$ cat src/rtl/kgp_ctrl_pkg.sv
// rtl/kgp_ctrl_pkg.sv - shared state encoding and halt-cause codes for the KGP run controller
package kgp_ctrl_pkg;

    typedef enum logic [2:0] {
        ST_IDLE  = 3'd0,
        ST_LOAD  = 3'd1,
        ST_CLEAR = 3'd2,
        ST_RUN   = 3'd3,
        ST_PAUSE = 3'd4,
        ST_HALT  = 3'd5
    } ctrl_state_t;

    localparam logic [1:0] HC_NONE  = 2'd0;
    localparam logic [1:0] HC_SELF  = 2'd1;
    localparam logic [1:0] HC_WDOG  = 2'd2;
    localparam logic [1:0] HC_RANGE = 2'd3;

endpackage

$ cat src/rtl/kgp_imem_loader.sv
// rtl/kgp_imem_loader.sv - program-load handshake and registered instruction-memory write port
module kgp_imem_loader
    import kgp_ctrl_pkg::*;
#(
    parameter int AW = 10
) (
    input  logic          clk,
    input  logic          reset,
    input  logic          start,
    input  logic [AW:0]   len,
    input  logic          abort,
    input  logic          ld_valid,
    input  logic [31:0]   ld_data,
    output logic          ld_ready,
    output logic          done,
    output logic          imem_wea,
    output logic [AW-1:0] imem_addr,
    output logic [31:0]   imem_din
);

    localparam logic [AW:0] LAST_WORD = (AW+1)'(1);

    logic          busy;
    logic [AW:0]   remaining;
    logic [AW-1:0] addr_next;
    logic          accept;

    assign ld_ready = busy;
    assign accept   = busy && ld_valid;
    // A word accepted in the same cycle as abort is still written.
    assign done     = busy && (abort || (accept && (remaining == LAST_WORD)));

    // Accept words, count them down and issue each write one cycle after its accept.
    always_ff @(posedge clk) begin
        if (reset) begin
            busy      <= 1'b0;
            remaining <= '0;
            addr_next <= '0;
            imem_wea  <= 1'b0;
            imem_addr <= '0;
            imem_din  <= '0;
        end else begin
            imem_wea <= 1'b0;
            if (start) begin
                busy      <= 1'b1;
                remaining <= len;
                addr_next <= '0;
            end else if (busy) begin
                if (accept) begin
                    imem_wea  <= 1'b1;
                    imem_addr <= addr_next;
                    imem_din  <= ld_data;
                    addr_next <= addr_next + 1'b1;
                    remaining <= remaining - 1'b1;
                end
                if (done) begin
                    busy <= 1'b0;
                end
            end
        end
    end

endmodule

$ cat src/rtl/kgp_run_controller.sv
// rtl/kgp_run_controller.sv - boot/run sequencer for the single-cycle KGP core
module kgp_run_controller
    import kgp_ctrl_pkg::*;
#(
    parameter int AW         = 10,
    parameter int CW         = 16,
    parameter int MAX_CYCLES = 4096
) (
    input  logic          Clk,
    input  logic          Reset,
    input  logic          load_start,
    input  logic [AW:0]   load_len,
    input  logic          ld_valid,
    input  logic [31:0]   ld_data,
    output logic          ld_ready,
    input  logic          run,
    input  logic          step,
    input  logic          stop,
    input  logic [31:0]   pc_value,
    output logic          imem_wea,
    output logic [AW-1:0] imem_addr,
    output logic [31:0]   imem_din,
    output logic          cpu_reset,
    output logic          cpu_ena,
    output logic          halted,
    output logic [1:0]    halt_cause,
    output logic [CW-1:0] cycle_count
);

    localparam logic [CW-1:0] WDOG_LAST = CW'(MAX_CYCLES - 1);
    localparam logic [CW-1:0] CNT_MAX   = '1;

    ctrl_state_t state, nxt;
    logic        load_go;
    logic        step_go;
    logic        ld_abort;
    logic        ld_done;
    logic [31:0] pc_prev;
    logic        pc_prev_valid;
    logic [1:0]  hit_cause;
    logic        hit;

    assign ld_abort = (state == ST_LOAD) && stop;

    kgp_imem_loader #(.AW(AW)) u_loader (
        .clk       (Clk),
        .reset     (Reset),
        .start     (load_go),
        .len       (load_len),
        .abort     (ld_abort),
        .ld_valid  (ld_valid),
        .ld_data   (ld_data),
        .ld_ready  (ld_ready),
        .done      (ld_done),
        .imem_wea  (imem_wea),
        .imem_addr (imem_addr),
        .imem_din  (imem_din)
    );

    // Prioritised halt detection on the PC the core presents this cycle.
    always_comb begin
        hit_cause = HC_NONE;
        if (pc_value[31:AW] != '0) begin
            hit_cause = HC_RANGE;
        end else if (pc_prev_valid && (pc_value == pc_prev)) begin
            hit_cause = HC_SELF;
        end else if (cycle_count == WDOG_LAST) begin
            hit_cause = HC_WDOG;
        end
    end

    // Checks only matter on cycles where the core actually advanced.
    assign hit = cpu_ena && (hit_cause != HC_NONE);

    // State register.
    always_ff @(posedge Clk) begin
        if (Reset) begin
            state <= ST_IDLE;
        end else begin
            state <= nxt;
        end
    end

    // Next-state decode; a halt hit always beats stop/run/step.
    always_comb begin
        nxt     = state;
        load_go = 1'b0;
        step_go = 1'b0;
        case (state)
            ST_IDLE, ST_HALT: begin
                if (load_start && (load_len != '0)) begin
                    nxt     = ST_LOAD;
                    load_go = 1'b1;
                end else if (run) begin
                    nxt = ST_CLEAR;
                end
            end
            ST_LOAD: begin
                if (ld_done) begin
                    nxt = ST_IDLE;
                end
            end
            ST_CLEAR: nxt = ST_RUN;
            ST_RUN: begin
                if (hit) begin
                    nxt = ST_HALT;
                end else if (stop) begin
                    nxt = ST_PAUSE;
                end
            end
            ST_PAUSE: begin
                if (hit) begin
                    nxt = ST_HALT;
                end else if (run) begin
                    nxt = ST_RUN;
                end else if (step && !cpu_ena) begin
                    step_go = 1'b1;
                end
            end
            default: nxt = ST_IDLE;
        endcase
    end

    // Registered core controls, cycle counter and halt status.
    always_ff @(posedge Clk) begin
        if (Reset) begin
            cpu_reset     <= 1'b1;
            cpu_ena       <= 1'b0;
            halted        <= 1'b0;
            halt_cause    <= HC_NONE;
            cycle_count   <= '0;
            pc_prev       <= '0;
            pc_prev_valid <= 1'b0;
        end else begin
            // The core is held in reset while it is idle or being reprogrammed.
            cpu_reset <= (nxt == ST_IDLE) || (nxt == ST_LOAD) || (nxt == ST_CLEAR);
            cpu_ena   <= (nxt == ST_RUN) || step_go;
            halted    <= (nxt == ST_HALT);
            if (nxt == ST_CLEAR) begin
                cycle_count   <= '0;
                halt_cause    <= HC_NONE;
                pc_prev_valid <= 1'b0;
            end else if (cpu_ena) begin
                if (cycle_count != CNT_MAX) begin
                    cycle_count <= cycle_count + 1'b1;
                end
                pc_prev       <= pc_value;
                pc_prev_valid <= 1'b1;
                if (hit) begin
                    halt_cause <= hit_cause;
                end
            end
        end
    end

endmodule

$ cat config.mk
export PLATFORM = sky130hd
export DESIGN_NAME = kgp_run_controller
export DESIGN_NICKNAME = d
export VERILOG_FILES = /design/src/rtl/kgp_ctrl_pkg.sv /design/src/rtl/kgp_imem_loader.sv /design/src/rtl/kgp_run_controller.sv
export SDC_FILE = /design/constraint.sdc
export NUM_CORES = 1
export LEC_CHECK = 0
export ABC_AREA = 1
export ABC_CLOCK_PERIOD_IN_PS = 1500
export BUFFER_PORTS_ARGS = -buffer_cell sky130_fd_sc_hd__buf_2
export CORE_ASPECT_RATIO = 1.2
export CORE_MARGIN = 3
export CORE_UTILIZATION = 49
export DETAILED_ROUTE_END_ITERATION = 8
export GPL_ROUTABILITY_DRIVEN = 1
export PLACE_DENSITY = 0.77
export SYNTH_ARGS = -nofsm -noshare
export SYNTH_HDL_FRONTEND = slang
export SYNTH_SLANG_ARGS = --single-unit
$ cat constraint.sdc
create_clock -name Clk -period 1.5 [get_ports Clk]
set_input_delay 0.075 -clock Clk [delete_from_list [all_inputs] [get_ports Clk]]
set_output_delay 0.075 -clock Clk [all_outputs]
set_load 0.05 [all_outputs]
==> results.py, run 1 <==
metrics = {
    "setup_path": {
        "cp.arrival_ns": 2.07,
        "start_kind": "flop",
        "required_ns": 1.80,
        "critical_path.most_common_cell": "nor2_2",
        "crit_type": "flop to flop",
        "path_cells": "inv_4, nor2_4, nand3_2, nor3_2, inv_1, nor2_2, nand2_2, nor2_2, nand2_1, o21bai_1, a21oi_1",
        "cp_slowest_stage_delay_ns": 0.40,
        "worstSetupEndpointType": "flop",
        "slowest_stage": "dfxtp_4",
        "cp_max_fo": 3,
    },
    "worst_hold_path": {
        "worstHoldPathType": "primary input to flop",
    },
    "routing": {
        "wire_per_inst_um": 16.5,
        "drc_errors": 0,
        "drt_pass1_iterations": 6,
        "num_vias": 7193,
        "ant_nets": 0,
        "first_iter_violations": 494,
        "avgViaCountPerCell": 5.30,
        "drt_wl_total_mm": 22.4,
    },
    "global_routing": {
        "gr-total-overflow": 0,
        "grt_pass1_vias": 6682,
        "gr-usage-all-layers_pct": 28.4,
        "grt_pass1_wl_mm": 31.3,
        "grt_max_degree": 55,
        "antenna_found_initial": 0,
    },
    "sta": {
        "hold_slack_ns": 0.00388,
        "fin_setup_tns_ns": -6.07,
        "drv_slew": 0,
        "fmax_ghz": 0.563,
        "slew_headroom_pct": 66.2,
        "fin_ws_ns": -0.276,
        "rsz0062_at_grt": "yes",
        "fin_crit_ns": 1.78,
        "finalClockSkew_ns": 0.00814,
        "tightest_slew_ns": 0.507,
        "finalHoldViolCount": 0,
        "period_share_pct": 118,
        "setup_viol": 89,
    },
    "cts": {
        "root_buffer": "clkbuf_16",
        "tritoncts": "built",
        "clk_latency_ns": 0.42,
        "cts_made_buffers": 17,
        "cts_buffer_depth": 2,
        "clock_sinks": 122,
        "path_clk_slew_ns": 0.06,
        "h-tree-depth": 4,
    },
    "status": {
        "outcome": "finished with violations",
        "failed_checks": "setup timing",
    },
    "logic_synthesis": {
        "ys_seq_area_share_pct": 40.0,
        "synth_flop_cell": "dfxtp_1",
        "synth_nets": 967,
        "synth_area_leaders": "dfxtp_1 (40%), nand2_1 (11%), nor2_1 (8.5%), inv_1 (6.8%), a21oi_1 (4.0%)",
        "synth_cell_type_count": 48,
        "synth.ff_latch_count": 122,
        "synth_top_area_share_pct": 40.0,
        "async_reset_ff_share_pct": 0,
        "ys_warn_count": 0,
        "syn_inst": 881,
        "netlist_area_mm2": 0.00610,
        "synth-edff-count": 0,
        "syn_area_per_cell_um2": 6.93,
        "yosysTopAreaCell": "dfxtp_1",
    },
    "pwr": {
        "netSwitchingFraction_pct": 32.8,
        "p_leak_nw": 4.66,
        "pwr-share-clk_pct": 40.7,
        "finalPower_mw": 10.4,
        "combPwrFrac_pct": 24.6,
        "power_density_mw_per_mm2": 1060,
        "p_int_mw": 7.01,
        "vdd_drop_max_mv": 0.912,
        "pwr-share-seq_pct": 34.6,
        "p_switching_mw": 3.42,
    },
    "final_layout": {
        "drive_gt1_share_pct": 44.1,
        "final_cells": 1358,
        "syn2layout_area_growth_pct": 61.4,
        "n_antenna_cell": 0,
        "nets": 1270,
    },
    "job": {
        "maxCapViolCount": 0,
    },
    "die": {
        "ios": 147,
        "dieHeight_um": 128,
        "core_mm2": 0.0121,
        "rows": 44,
        "dieArea_mm2": 0.0138,
        "die_w_um": 108,
        "initial_utilization_pct": 50.4,
    },
    "placement": {
        "io_buffers": 146,
        "dp_slack_ns": -0.162,
        "dp.cells": 1229,
        "dp_hpwl_mm": 11.9,
        "gp_congestion": 0.910,
    },
}
logic make-up (layout without fill, tap and decap cells):
kind of cell	after synthesis	after routing	synth area share (%)
DFF	122	122	40.0
xor gates and xnor gates	20	20	2.87
AOI/OAI and AO/OA	152	152	13.1
adders and majority gates	4	4	0.820
and+or+nand+nor	427	427	32.2
buffers and inverters	156	472	11.0
worst max-delay path: cells and delay by family (launching register included):
| family | cells | cell delay (ns) |
|---|---|---|
| AO/OA/AOI/OAI | 2 | 0.21 |
| buffers and inverters | 2 | 0.15 |
| AND/OR/NAND/NOR | 7 | 0.88 |
| flip-flops | 1 | 0.40 |
path summary, 6_finish.rpt:
| check | start | end | slack, ns | cells past startpoint |
|---|---|---|---|---|
| max | u_loader.addr_next[0]$_SDFFE_PP0P_ | u_loader.addr_next[9]$_SDFFE_PP0P_ | -0.28 | 11 |
| min | pc_value[10] | pc_prev[10]$_SDFFE_PP0P_ | 0.004 | 3 |
| max reg2reg | u_loader.addr_next[0]$_SDFFE_PP0P_ | u_loader.addr_next[9]$_SDFFE_PP0P_ | -0.28 | 11 |
| min reg2reg | pc_prev[19]$_SDFFE_PP0P_ | pc_prev[19]$_SDFFE_PP0P_ | 0.46 | 2 |
through the flow:
stage	utilization, %	cell area (µm²)
after floorplan	-	6180
after detailed placement	61.8	7490
after global routing	81.3	9850
final	81.3	9850
after CTS	75.8	9180
after global placement	61.8	7490
cell usage after synthesis (all sizes together) (2+ instances only):
cell / count
o221ai: 2
nand3b: 4
ha: 4
nand3: 29
nor3: 20
nand2: 194
xnor2: 8
inv: 127
xor2: 12
nor2: 150
a21oi: 49
dfxtp: 122
o21ai: 92
nor4: 8
buf: 19
nand4: 13
a31oi: 2
clkbuf: 9
nor3b: 5
state kept, by name, summed over array words and instances (netlist names), 2 cells and up:
name                count
u_loader.addr_next     10
cycle_count            16
state                   3
u_loader.imem_din      32
u_loader.remaining     11
halt_cause              2
u_loader.imem_addr     10
pc_prev                32
cell type report:
type,count,area (µm²)
repair inverters,1,11.3
repair buffers,311,2390
flip-flops and latches,122,2520
multi-input cells,603,3610
inverters,128,508
clock buffers,17,425
well taps,161,201
clock inverters,15,179
fillers,715,2260
cell usage in the layout (no fill, tap or decap), types with 15 or more instances in the layout:
cell type	netlist	routed
nand2_1	182	156
buf_2	6	146
nor2_1	138	111
inv_1	111	96
dfxtp_1	122	85
buf_4	6	81
dlygate4sd3_1	0	52
a21oi_1	49	43
o21ai_2	1	36
nand2_2	11	31
o21ai_0	46	29
inv_2	15	25
nor2_2	9	24
o21ai_1	45	23
dfxtp_2	0	23
clkbuf_16	0	18
buf_6	7	17
nor2_4	3	15
what timing repair did:
item,CTS,global route
buffers inserted,24,16
hold endpoints to repair,54,0
pin swaps,32,77
endpoints found under the setup margin,79,120
gates resized for setup,76,171
hold buffers,52,0
cloned,6,1
routing by layer:
layer	GRT usage (%)	vias to the layer above	wire length, µm
met1	32.0	3324	8230
li1	-	3422	-
met2	51.0	341	11400
met3	6.75	106	1620
met4	11.5	0	1130
met5	0	-	0
power groups by stage:
stage                     clock network (mW)  logic, mW  registers [mW]
after global routing                    4.40       2.75            3.63
final                                   4.25       2.57            3.61
after CTS                               4.24       2.17            3.57
after global placement                     0       1.82            3.62
after detailed placement                   0       1.85            3.63
after floorplan                            0      0.926            3.96
No activity file was read; power rests on OpenSTA's default activity.
==> run 2: changes to the inputs <==
Settings changed: GPL_TIMING_DRIVEN from default to 0.
==> results.py, run 2 (synthesis results as in run 1) <==
metrics = {
    "setup_path": {
        "cp_top_family": "simple AND/OR/NAND/NOR gates",
        "worstSetupEndpointType": "flop",
        "cp.depth": 14,
        "r2r_cells": 14,
        "path_cells": "ha_4, nand2_4, inv_4, nand2_4, nor2_4, nand3_4, nand2_4, nor2_4, nand2_4, inv_4, nand3_4, nor2_4, a21oi_2, nor3_2",
        "cp_max_fo": 4,
        "cp_slowest_stage_delay_ns": 0.35,
        "crit_type": "flop to flop",
        "critical_path.most_common_cell": "nand2_4",
        "start_kind": "flop",
        "required_ns": 1.84,
        "path_buf_inv": 2,
        "cp.arrival_ns": 2.08,
        "slowest_stage": "dfxtp_4",
    },
    "final_layout": {
        "drive_gt1_share_pct": 40.4,
        "largest_registers": "pc_prev: 32 flops, u_loader.imem_din: 32 flops, cycle_count: 16 flops",
        "nets": 1247,
        "seq_area_mm2": 0.00252,
        "nFillCells": 776,
        "fin_util_pct": 80.1,
        "syn2layout_area_growth_pct": 59.0,
        "multiInputGateArea_mm2": 0.00363,
        "final_cell_mix": "nand2_1 (151), buf_2 (146), nor2_1 (110)",
        "final_common_cell": "nand2_1",
    },
    "sta": {
        "period_share_pct": 116,
        "rsz0062_at_grt": "yes",
        "fin_crit_ns": 1.75,
        "finalClockSkew_ns": 0.00536,
        "fin_setup_tns_ns": -11.17,
        "setup_viol": 109,
        "finalHoldViolCount": 0,
        "slew_headroom_pct": 52.0,
        "tightest_slew_ns": 0.720,
        "fmax_ghz": 0.572,
        "drv_slew": 0,
        "fin_ws_ns": -0.247,
    },
    "cts": {
        "cts_made_buffers": 17,
        "tritoncts": "built",
        "root_buffer": "clkbuf_16",
        "clock_sinks": 122,
        "path_clk_slew_ns": 0.05,
        "cts_buffer_depth": 2,
        "clk_latency_ns": 0.42,
        "h-tree-depth": 4,
    },
    "routing": {
        "num_vias": 7324,
        "first_iter_violations": 510,
        "drt_wl_total_mm": 23.1,
        "avgViaCountPerCell": 5.48,
        "wire_per_inst_um": 17.3,
        "ant_nets": 0,
        "drc_errors": 0,
        "drt_pass1_iterations": 7,
    },
    "die": {
        "rows": 44,
        "initial_utilization_pct": 50.4,
        "dieHeight_um": 128,
        "ios": 147,
        "core_mm2": 0.0121,
        "die_w_um": 108,
        "dieArea_mm2": 0.0138,
    },
    "global_routing": {
        "grt_pass1_wl_mm": 30.5,
        "gr-usage-all-layers_pct": 27.9,
        "grt_max_degree": 17,
        "gr-total-overflow": 0,
        "grt_pass1_vias": 6423,
        "antenna_found_initial": 0,
    },
    "pwr": {
        "power_density_mw_per_mm2": 1070,
        "vdd_drop_max_mv": 0.894,
        "p_leak_nw": 4.58,
    },
    "worst_hold_path": {
        "hold_depth": 3,
        "worstHoldPathType": "primary input to flop",
    },
    "placement": {
        "dp_hpwl_mm": 12.0,
        "gp_congestion": 0.913,
        "io_buffers": 145,
    },
    "status": {
        "failed_checks": "setup timing",
        "outcome": "finished with violations",
    },
    "job": {
        "maxCapViolCount": 0,
    },
}
==> run 2: cell count changes in the layout (fill, tap and decap cells not counted), sizes merged <==
cell and delta:
buf -50, clkbuf +18, dlygate4sd3 +17, inv -11, clkinv +3, bufinv -1
clkinvlp +1, diode +1
==> run 2: timing repair <==
| item | 4_1_cts | 5_1_grt |
|---|---|---|
| endpoints found under the setup margin | 83 | 111 |
| hold endpoints to repair | 71 | 0 |
| pin swaps | 34 | 68 |
| hold buffers | 69 | 0 |
| gates cloned | 4 | 5 |
| setup buffers | 27 | 13 |
| gates resized for setup | 73 | 180 |
==> run 2: worst register-to-register path, cell delays in order (launching register included) <==
cell	delay, ns
dfxtp_4	0.35
ha_4	0.16
nand2_4	0.07
inv_4	0.05
nand2_4	0.07
nor2_4	0.05
nand3_4	0.08
nand2_4	0.10
nor2_4	0.13
nand2_4	0.09
inv_4	0.08
nand3_4	0.09
nor2_4	0.13
a21oi_2	0.07
nor3_2	0.15
==> run 2: worst paths after layout <==
kind / start / end / slack (ns)
setup / recovery: cycle_count[1]$_SDFFE_PP0P_ / cycle_count[15]$_SDFFE_PP0P_ / -0.25
hold / removal: pc_value[7] / pc_prev[7]$_SDFFE_PP0P_ / 0.02
hold reg to reg: pc_prev[6]$_SDFFE_PP0P_ / pc_prev[6]$_SDFFE_PP0P_ / 0.46
setup reg to reg: cycle_count[1]$_SDFFE_PP0P_ / cycle_count[15]$_SDFFE_PP0P_ / -0.25
==> run 2: report_power, final <==
group	switching (mW)	leakage [nW]	internal, mW
registers	0.165	1.01	3.44
clock network	1.52	0.297	2.71
logic	1.56	3.27	0.999
==> run 2: metal layers <==
layer | share of wire [%] | track usage [%]
met5 | 0 | 0
met4 | 4.7 | 12.0
met3 | 8.0 | 7.05
met2 | 51 | 48.5
met1 | 36 | 32.2
==> run 2: through the flow <==
step	cells	total power, mW	setup WS [ns]	instance area [µm²]	hold WS [ns]
after global placement	1187	5.34	-0.227	7110	0.308
after CTS	1319	9.88	-0.162	8950	0.00149
after detailed placement	1187	5.36	-0.222	7110	0.316
final	1336	10.4	-0.247	9700	0.0167
after floorplan	881	4.88	-0.184	6180	0.221
after global routing	1335	10.7	-0.329	9700	0.0278
==> run 2: layout make-up <==
type / instances / share of cell area [%]
tap: 161 / 2.08
buffer: 28 / 2.94
timing repair buffer: 260 / 19.8
timing repair inverter: 1 / 0.0903
clock buffer: 25 / 5.66
clock inverter: 7 / 0.774
multi-input combinational: 603 / 37.4
sequential: 122 / 26.0
antenna: 1 / 0.0258
inverter: 128 / 5.31
==> run 3: changes to the inputs <==
Settings changed: ABC_CLOCK_PERIOD_IN_PS 1500 to 1950, CORE_UTILIZATION 49 to 54, PLACE_DENSITY 0.77 to 0.8.
Clock period 1.5 ns to 1.95 ns, I/O delays scaled along.
==> results.py, run 3 (synthesis results as in run 1) <==
metrics = {
    "die": {
        "rows": 41,
        "ios": 147,
        "die_w_um": 103,
        "initial_utilization_pct": 56.6,
        "dieArea_mm2": 0.0126,
        "dieHeight_um": 122,
        "core_mm2": 0.0108,
    },
    "global_routing": {
        "antenna_found_initial": 1,
        "grt_pass1_wl_mm": 27.3,
        "gr-usage-all-layers_pct": 27.3,
        "grt_pass1_vias": 5942,
        "gr-total-overflow": 0,
        "grt_max_degree": 17,
    },
    "final_layout": {
        "final_cells": 1234,
        "drive_gt1_share_pct": 24.0,
        "nets": 1177,
        "syn2layout_area_growth_pct": 32.7,
        "largest_registers": "pc_prev: 32 flops, u_loader.imem_din: 32 flops, cycle_count: 16 flops",
        "fin_util_pct": 75.2,
        "final_common_cell": "nand2_1",
        "nFillCells": 831,
        "final_cell_mix": "nand2_1 (182), buf_2 (151), nor2_1 (137)",
    },
    "cts": {
        "h-tree-depth": 4,
        "clock_sinks": 122,
        "cts_buffer_depth": 2,
        "tritoncts": "built",
        "clk_latency_ns": 0.41,
        "root_buffer": "clkbuf_16",
        "path_clk_slew_ns": 0.06,
        "cts_made_buffers": 17,
    },
    "setup_path": {
        "crit_type": "flop to flop",
        "start_kind": "flop",
        "worstSetupEndpointType": "flop",
        "cp_max_fo": 5,
        "cp.arrival_ns": 2.11,
        "required_ns": 2.24,
    },
    "sta": {
        "slew_headroom_pct": 64.5,
        "drv_slew": 0,
        "fin_crit_ns": 1.82,
        "fin_setup_tns_ns": 0,
        "period_share_pct": 93.1,
        "finalHoldViolCount": 0,
        "tightest_slew_ns": 0.532,
        "setup_viol": 0,
        "finalClockSkew_ns": 0.00517,
        "hold_slack_ns": 0.0150,
        "fmax_ghz": 0.551,
        "rsz0062_at_grt": "yes",
    },
    "job": {
        "maxCapViolCount": 0,
    },
    "placement": {
        "dp.cells": 1155,
        "io_buffers": 145,
        "dp_hpwl_mm": 11.7,
        "gp_congestion": 0.902,
    },
    "pwr": {
        "vdd_drop_max_mv": 0.539,
        "p_leak_nw": 3.89,
        "power_density_mw_per_mm2": 932,
    },
    "routing": {
        "first_iter_violations": 416,
        "drc_errors": 0,
        "avgViaCountPerCell": 5.18,
        "ant_nets": 0,
        "wire_per_inst_um": 13.9,
        "drt_pass1_iterations": 5,
        "num_vias": 6396,
        "drt_wl_total_mm": 17.2,
    },
    "worst_hold_path": {
        "worstHoldPathType": "primary input to flop",
    },
    "status": {
        "outcome": "complete, no violations",
    },
}
==> run 3: final cells by class <==
cell class	instances	area [µm²]	share of cell area, %
buffer	28	189	2.33
multi-input combinational	603	3000	37.1
clock inverter	13	191	2.36
sequential	122	2440	30.2
inverter	128	483	5.96
clock buffer	19	443	5.47
timing repair buffer	191	1180	14.6
antenna	1	2.50	0.0309
tap	129	161	1.99
==> run 3: critical path: stages (launching register included) <==
cell     delay [ns]
dfxtp_2        0.35
ha_1           0.19
nand2_2        0.07
inv_2          0.07
nand2_1        0.06
nor2_1         0.14
nand3_2        0.13
nand2_4        0.14
nor2_4         0.05
nand2_2        0.08
inv_2          0.04
nand3_2        0.09
nor2_2         0.05
a21oi_1        0.16
nor3_1         0.07
==> run 3: through the flow <==
stage / total power [mW] / setup slack [ns] / area (µm²)
floorplan: 3.77 / 0.0802 / 6100
global placement: 4.11 / 0.224 / 6990
detailed placement: 4.13 / 0.165 / 6990
CTS: 7.55 / 0.141 / 8080
global route: 7.86 / -0.0522 / 8100
finish: 7.55 / 0.135 / 8100
==> run 3: worst paths after layout <==
check	startpoint	end	slack, ns	cells after the start
setup reg to reg	cycle_count[0]$_SDFFE_PP0P_	cycle_count[15]$_SDFFE_PP0P_	0.13	14
setup / recovery	cycle_count[0]$_SDFFE_PP0P_	cycle_count[15]$_SDFFE_PP0P_	0.13	14
hold / removal	pc_value[0]	pc_prev[0]$_SDFFE_PP0P_	0.01	3
hold reg to reg	pc_prev[14]$_SDFFE_PP0P_	pc_prev[14]$_SDFFE_PP0P_	0.47	2
==> run 3: power breakdown <==
group	internal, mW	total [mW]	switching (mW)	leakage [nW]
Sequential	2.66	2.76	0.102	0.992
Clock	2.18	3.36	1.18	0.300
Combinational	0.497	1.43	0.934	2.60
Total	5.34	7.55	2.22	3.89
==> run 3: what timing repair did <==
action                     4_1_cts  5_1_grt
hold endpoints to repair        48        0
buffers inserted                 0        1
hold buffers                    45        0
resized for setup                0        3
setup endpoints to repair        0        4
==> run 3: metal layers <==
metal / part of all wire, % / track usage, %
met2: 48 / 46.0
met5: 0 / 0
met4: 2.3 / 9.31
met3: 6.9 / 5.63
met1: 43 / 34.4
